`config.mk`:
```
export PLATFORM = sky130hd
export DESIGN_NAME = prim_pad_attr_sequencer
export DESIGN_NICKNAME = d
export VERILOG_FILES = /design/src/rtl/prim_pad_attr_sequencer.sv
export SDC_FILE = /design/constraint.sdc
export NUM_CORES = 1
export LEC_CHECK = 0
export BUFFER_PORTS_ARGS = -buffer_cell sky130_fd_sc_hd__buf_2
export CAP_MARGIN = 20
export CORE_UTILIZATION = 40
export CTS_CLUSTER_SIZE = 20
export DETAILED_ROUTE_END_ITERATION = 16
export GPL_ROUTABILITY_DRIVEN = 0
export GPL_TIMING_DRIVEN = 0
export SETUP_SLACK_MARGIN = 0.02
export SLEW_MARGIN = 0
export SYNTH_ARGS = -nofsm -noshare
export SYNTH_HDL_FRONTEND = slang
export SYNTH_SLANG_ARGS = --single-unit
export TNS_END_PERCENT = 10
```
`constraint.sdc`:
```
create_clock -name clk_i -period 2.55 [get_ports clk_i]
set_input_delay 0.3825 -clock clk_i [delete_from_list [all_inputs] [get_ports clk_i]]
set_output_delay 0.3825 -clock clk_i [all_outputs]
set_load 0.1 [all_outputs]
```
`src/rtl/prim_pad_attr_sequencer.sv`:
```
// Pad attribute sequencer: holds live per-pad attributes and applies software
// updates one at a time, holding the target pad's output enable off around each change.

package prim_pad_attr_sequencer_pkg;

  // Per-pad attribute word; invert is the LSB.
  typedef struct packed {
    logic slew_rate;
    logic od_en;
    logic schmitt_en;
    logic keeper_en;
    logic pull_select;
    logic pull_en;
    logic virt_od_en;
    logic invert;
  } pad_attr_t;

endpackage

module prim_pad_attr_sequencer
  import prim_pad_attr_sequencer_pkg::*;
#(
  parameter int unsigned NumPads      = 8,
  parameter int unsigned SettleCycles = 4,
  localparam int unsigned IdxW        = (NumPads > 1) ? $clog2(NumPads) : 1
) (
  input  logic                        clk_i,
  input  logic                        rst_i,
  input  logic                        req_i,
  input  logic [IdxW-1:0]             pad_idx_i,
  input  pad_attr_t                   attr_i,
  output logic                        ack_o,
  output logic                        err_o,
  output logic                        busy_o,
  input  logic [NumPads-1:0]          oe_i,
  output logic [NumPads-1:0]          oe_o,
  output pad_attr_t [NumPads-1:0]     attr_o
);

  localparam int unsigned CntW = $clog2(SettleCycles + 1);
  localparam logic [CntW-1:0] CntLoad = CntW'(SettleCycles - 1);

  if (SettleCycles < 1) begin : g_bad_settle
    $error("SettleCycles must be at least 1");
  end
  if (NumPads < 1) begin : g_bad_pads
    $error("NumPads must be at least 1");
  end

  typedef enum logic [2:0] {
    ST_IDLE,
    ST_QUIESCE,
    ST_APPLY,
    ST_RESUME,
    ST_ACK
  } state_e;

  state_e                    state_q, state_d;
  logic [CntW-1:0]           cnt_q, cnt_d;
  logic [IdxW-1:0]           idx_q, idx_d;
  pad_attr_t                 cap_q, cap_d;
  pad_attr_t [NumPads-1:0]   pads_q, pads_d;
  logic [NumPads-1:0]        force_q, force_d;
  logic                      ack_q, ack_d;
  logic                      err_q, err_d;
  logic                      busy_q, busy_d;

  // Next-state and datapath: capture on acceptance, settle, apply, settle, acknowledge.
  always_comb begin
    state_d = state_q;
    cnt_d   = cnt_q;
    idx_d   = idx_q;
    cap_d   = cap_q;
    pads_d  = pads_q;
    force_d = force_q;
    ack_d   = ack_q;
    err_d   = err_q;

    case (state_q)
      ST_IDLE: begin
        if (req_i) begin
          idx_d = pad_idx_i;
          cap_d = attr_i;
          if (32'(pad_idx_i) >= NumPads) begin
            state_d = ST_ACK;
            ack_d   = 1'b1;
            err_d   = 1'b1;
          end else if (attr_i == pads_q[pad_idx_i]) begin
            state_d = ST_ACK;
            ack_d   = 1'b1;
            err_d   = 1'b0;
          end else begin
            state_d            = ST_QUIESCE;
            force_d            = '0;
            force_d[pad_idx_i] = 1'b1;
            cnt_d              = CntLoad;
          end
        end
      end
      ST_QUIESCE: begin
        if (cnt_q == '0) begin
          state_d = ST_APPLY;
        end else begin
          cnt_d = cnt_q - CntW'(1);
        end
      end
      ST_APPLY: begin
        pads_d[idx_q] = cap_q;
        cnt_d         = CntLoad;
        state_d       = ST_RESUME;
      end
      ST_RESUME: begin
        if (cnt_q == '0) begin
          force_d = '0;
          state_d = ST_ACK;
          ack_d   = 1'b1;
          err_d   = 1'b0;
        end else begin
          cnt_d = cnt_q - CntW'(1);
        end
      end
      ST_ACK: begin
        if (!req_i) begin
          state_d = ST_IDLE;
          ack_d   = 1'b0;
          err_d   = 1'b0;
        end
      end
      default: begin
        state_d = ST_IDLE;
        force_d = '0;
        ack_d   = 1'b0;
        err_d   = 1'b0;
      end
    endcase

    busy_d = (state_d != ST_IDLE);
  end

  // State and attribute registers; reset drops all forces and zeroes every pad.
  always_ff @(posedge clk_i or posedge rst_i) begin
    if (rst_i) begin
      state_q <= ST_IDLE;
      cnt_q   <= '0;
      idx_q   <= '0;
      cap_q   <= '0;
      pads_q  <= '0;
      force_q <= '0;
      ack_q   <= 1'b0;
      err_q   <= 1'b0;
      busy_q  <= 1'b0;
    end else begin
      state_q <= state_d;
      cnt_q   <= cnt_d;
      idx_q   <= idx_d;
      cap_q   <= cap_d;
      pads_q  <= pads_d;
      force_q <= force_d;
      ack_q   <= ack_d;
      err_q   <= err_d;
      busy_q  <= busy_d;
    end
  end

  assign oe_o   = oe_i & ~force_q;
  assign attr_o = pads_q;
  assign ack_o  = ack_q;
  assign err_o  = err_q;
  assign busy_o = busy_q;

endmodule

```
==> results.yml <==
synthesis:
  synthCells: 326
  ys_seq_area_share_pct: 52.53
  synth_edf_count: 0
  syn_avg_cell_area_sq_um: 13.30
  ys.flop_type: "dfrtp_1"
  ys_warn_count: 0
  synth_async_sr_flop_share_pct: 100.0
  yosysUniqueCellTypes: 41
  syn_nets: 350
  synth_seq_cells: 91
  synth_area_sq_um: 4335
critical_path:
  cp_slowest_cell: "and3_1"
  crit_type: "reg -> reg"
  worstPathArrival_ns: 2.64
  cp.required_ns: 2.80
  cp_slowest_stage_delay_ns: 0.68
  startpoint_type: "flip-flop"
  cp_cell_sequence: "clkbuf_1, nor4b_1, and3_1, mux2_2"
  cp_max_fo: 8
  end_kind: "flip-flop"
routing:
  route.met3.wl_um: 650
  vias: 2953
  drc: 0
  vias_per_cell: 5.181
  drtIter0Drc: 111
  first_pass_iters: 4
  wirelength_um: 11010
  post_drt_wl_per_cell_um: 19.31
  ant_nets: 0
  top_layer_used: "met4"
  dr_wl_met2_um: 5269
  met1Wirelength_um: 4971
global_routing:
  grt_usage_pct: 20.66
  first_global_vias: 3102
  grt_pass1_wl_um: 17330
  grt_overflow: 0
  grt_max_degree: 40
  antenna_found_initial: 0
die:
  rows: 37
  die_area_sq_um: 11260
  design.core.area_sq_um: 10420
  io_pins: 97
  start_util_pct: 41.62
  die_h_um: 106.1
  die_w_um: 106.1
sta:
  finalSetupViolCount: 0
  fin_skew_ns: 0.009412
  worst_pin_slew_ns: 1.030
  fmax_mhz: 416.8
  period_share_pct: 94.10
  fin_setup_tns_ns: 0
  slew_violations: 0
  relSlewSlack_pct: 31.06
  final.setup.worst_slack_ns: 0.1505
  period_needed_ns: 2.399
  hold_violations: 0
  rsz0062_at_grt: "false"
finish:
  antenna_cells: 0
  area_growth_pct: 20.58
  fin_cells: 570
  drive_gt1_share_pct: 49.31
  nets: 453
  fin_util_pct: 50.19
place:
  placedCellCount: 556
  port_buffers: 92
  dp_slack_ns: -0.3523
  hpwl_um: 7576
worst_hold_path:
  hold_class: "in -> async"
clock_tree:
  cts_buffers: 9
  clockBufferDepth: 2
  cts-htree-levels: 3
  tritoncts: "done"
  clkLatencyLatePin_ns: 0.36
  clock-sinks: 91
  root_buffer: "clkbuf_8"
  cts_hold_buffers: 0
  clk_pin_slew_ns: 0.10
status:
  outcome: "complete, no violations"
run:
  cap_violations: 0
[final timing paths]
check / slack, ns / cells past startpoint / from / endpoint
min in group clk_i: 0.28 / 2 / attr_i[2] / cap_q[2]
min: 0.06 / 2 / rst_i / force_q[4]
min reg2reg: 0.49 / 2 / ack_o / ack_o
max: 0.15 / 4 / state_q[1] / attr_o[49]
max reg2reg: 0.15 / 4 / state_q[1] / attr_o[49]
max in group asynchronous: 1.91 / 3 / rst_i / attr_o[5]
[area by class of cell]
class                           count  area (sq um)
Buffer                             11         72.57
Clock buffer                        9         123.9
Timing Repair Buffer               94         500.5
Inverter                            7         33.78
Fill cell                         995          5189
Multi-Input combinational cell    215          1952
Sequential cell                    91          2277
Clock inverter                      7         97.59
Tap cell                          136         170.2
[critical path, delay by kind of cell, from the launching register on]
| family | cells | cell delay (ns) |
|---|---|---|
| mux | 1 | 0.41 |
| simple gates | 2 | 1.26 |
| flops | 1 | 0.33 |
| buf+inv | 1 | 0.28 |
[per-layer routing]
metal  vias up  global-route usage [%]
met4         0                   4.365
met3         9                   6.070
met5         -                       0
met1      1480                   27.23
li1       1374                       -
met2        90                   33.72
[placed cells by master (no fill, tap or decap), types with 3 or more instances in the layout]
| master | count |
|---|---|
| mux2i_1 | 18 |
| clkinvlp_4 | 4 |
| inv_1 | 5 |
| clkbuf_1 | 3 |
| mux4_2 | 8 |
| buf_6 | 3 |
| dfrtp_1 | 91 |
| o21ai_0 | 7 |
| mux2_2 | 77 |
| nand3_1 | 5 |
| clkbuf_8 | 9 |
| and3b_1 | 4 |
| xnor2_1 | 3 |
| nor2_1 | 7 |
| buf_2 | 96 |
| xor2_1 | 6 |
| nand2_1 | 31 |
| nor2b_1 | 16 |
| a22oi_1 | 4 |
[registers in the layout (all words and copies together), names as in the netlist]
register	count
state_q	3
force_q	8
busy_o	1
attr_o	64
ack_o	1
idx_q	3
cap_q	8
cnt_q	3
[logic make-up (layout without fill, tap and decap cells)]
kind of cell	after synthesis	after routing	share of synthesized area [%]
compound gates	24	24	4.416
xor+xnor	9	9	1.818
fa+ha+maj	2	2	0.5771
buf+inv	20	128	2.453
flops	91	91	52.53
mux	104	104	28.66
other cells	1	1	0.08650
simple gates	75	75	9.466
[cell usage after synthesis (all sizes together), types with 2 or more instances]
library cell / number / area [sq um]
a21oi: 3 / 30.03
clkbuf: 5 / 18.77
xnor2: 3 / 26.28
nor2b: 16 / 100.1
a32oi: 2 / 17.52
dfrtp: 91 / 2277
and2: 2 / 12.51
mux2: 78 / 882.1
and3b: 4 / 35.03
a221oi: 2 / 17.52
o211ai: 2 / 15.01
nor2: 7 / 26.28
inv: 6 / 22.52
xor2: 6 / 52.55
nor3: 2 / 21.27
mux2i: 18 / 180.2
mux4: 8 / 180.2
or3b: 2 / 17.52
buf: 8 / 61.31
a22oi: 4 / 30.03
nand3: 5 / 25.02
and3: 2 / 12.51
nand2: 31 / 116.4
o21ai: 7 / 35.03
ha: 2 / 25.02
[metrics by stage]
stage / area, sq um / hold slack [ns]
3_5_place_dp: 5010 / 0.4618
4_1_cts: 5228 / 0.06991
6_report: 5228 / 0.06173
5_1_grt: 5228 / 0.08583
3_3_place_gp: 4970 / 0.4817
2_1_floorplan: 4339 / 0.4650
[repair_timing]
action / CTS / global route
setup endpoints to repair: 8 / 20
setup buffers: 0 / 0
pin swaps: 0 / 0
hold endpoints to repair: 0 / 0
resized for setup: 0 / 1
Power is left out: the tool's default activity adds up to more than one toggle a clock period on the data nets, which glitch-free logic cannot reach.
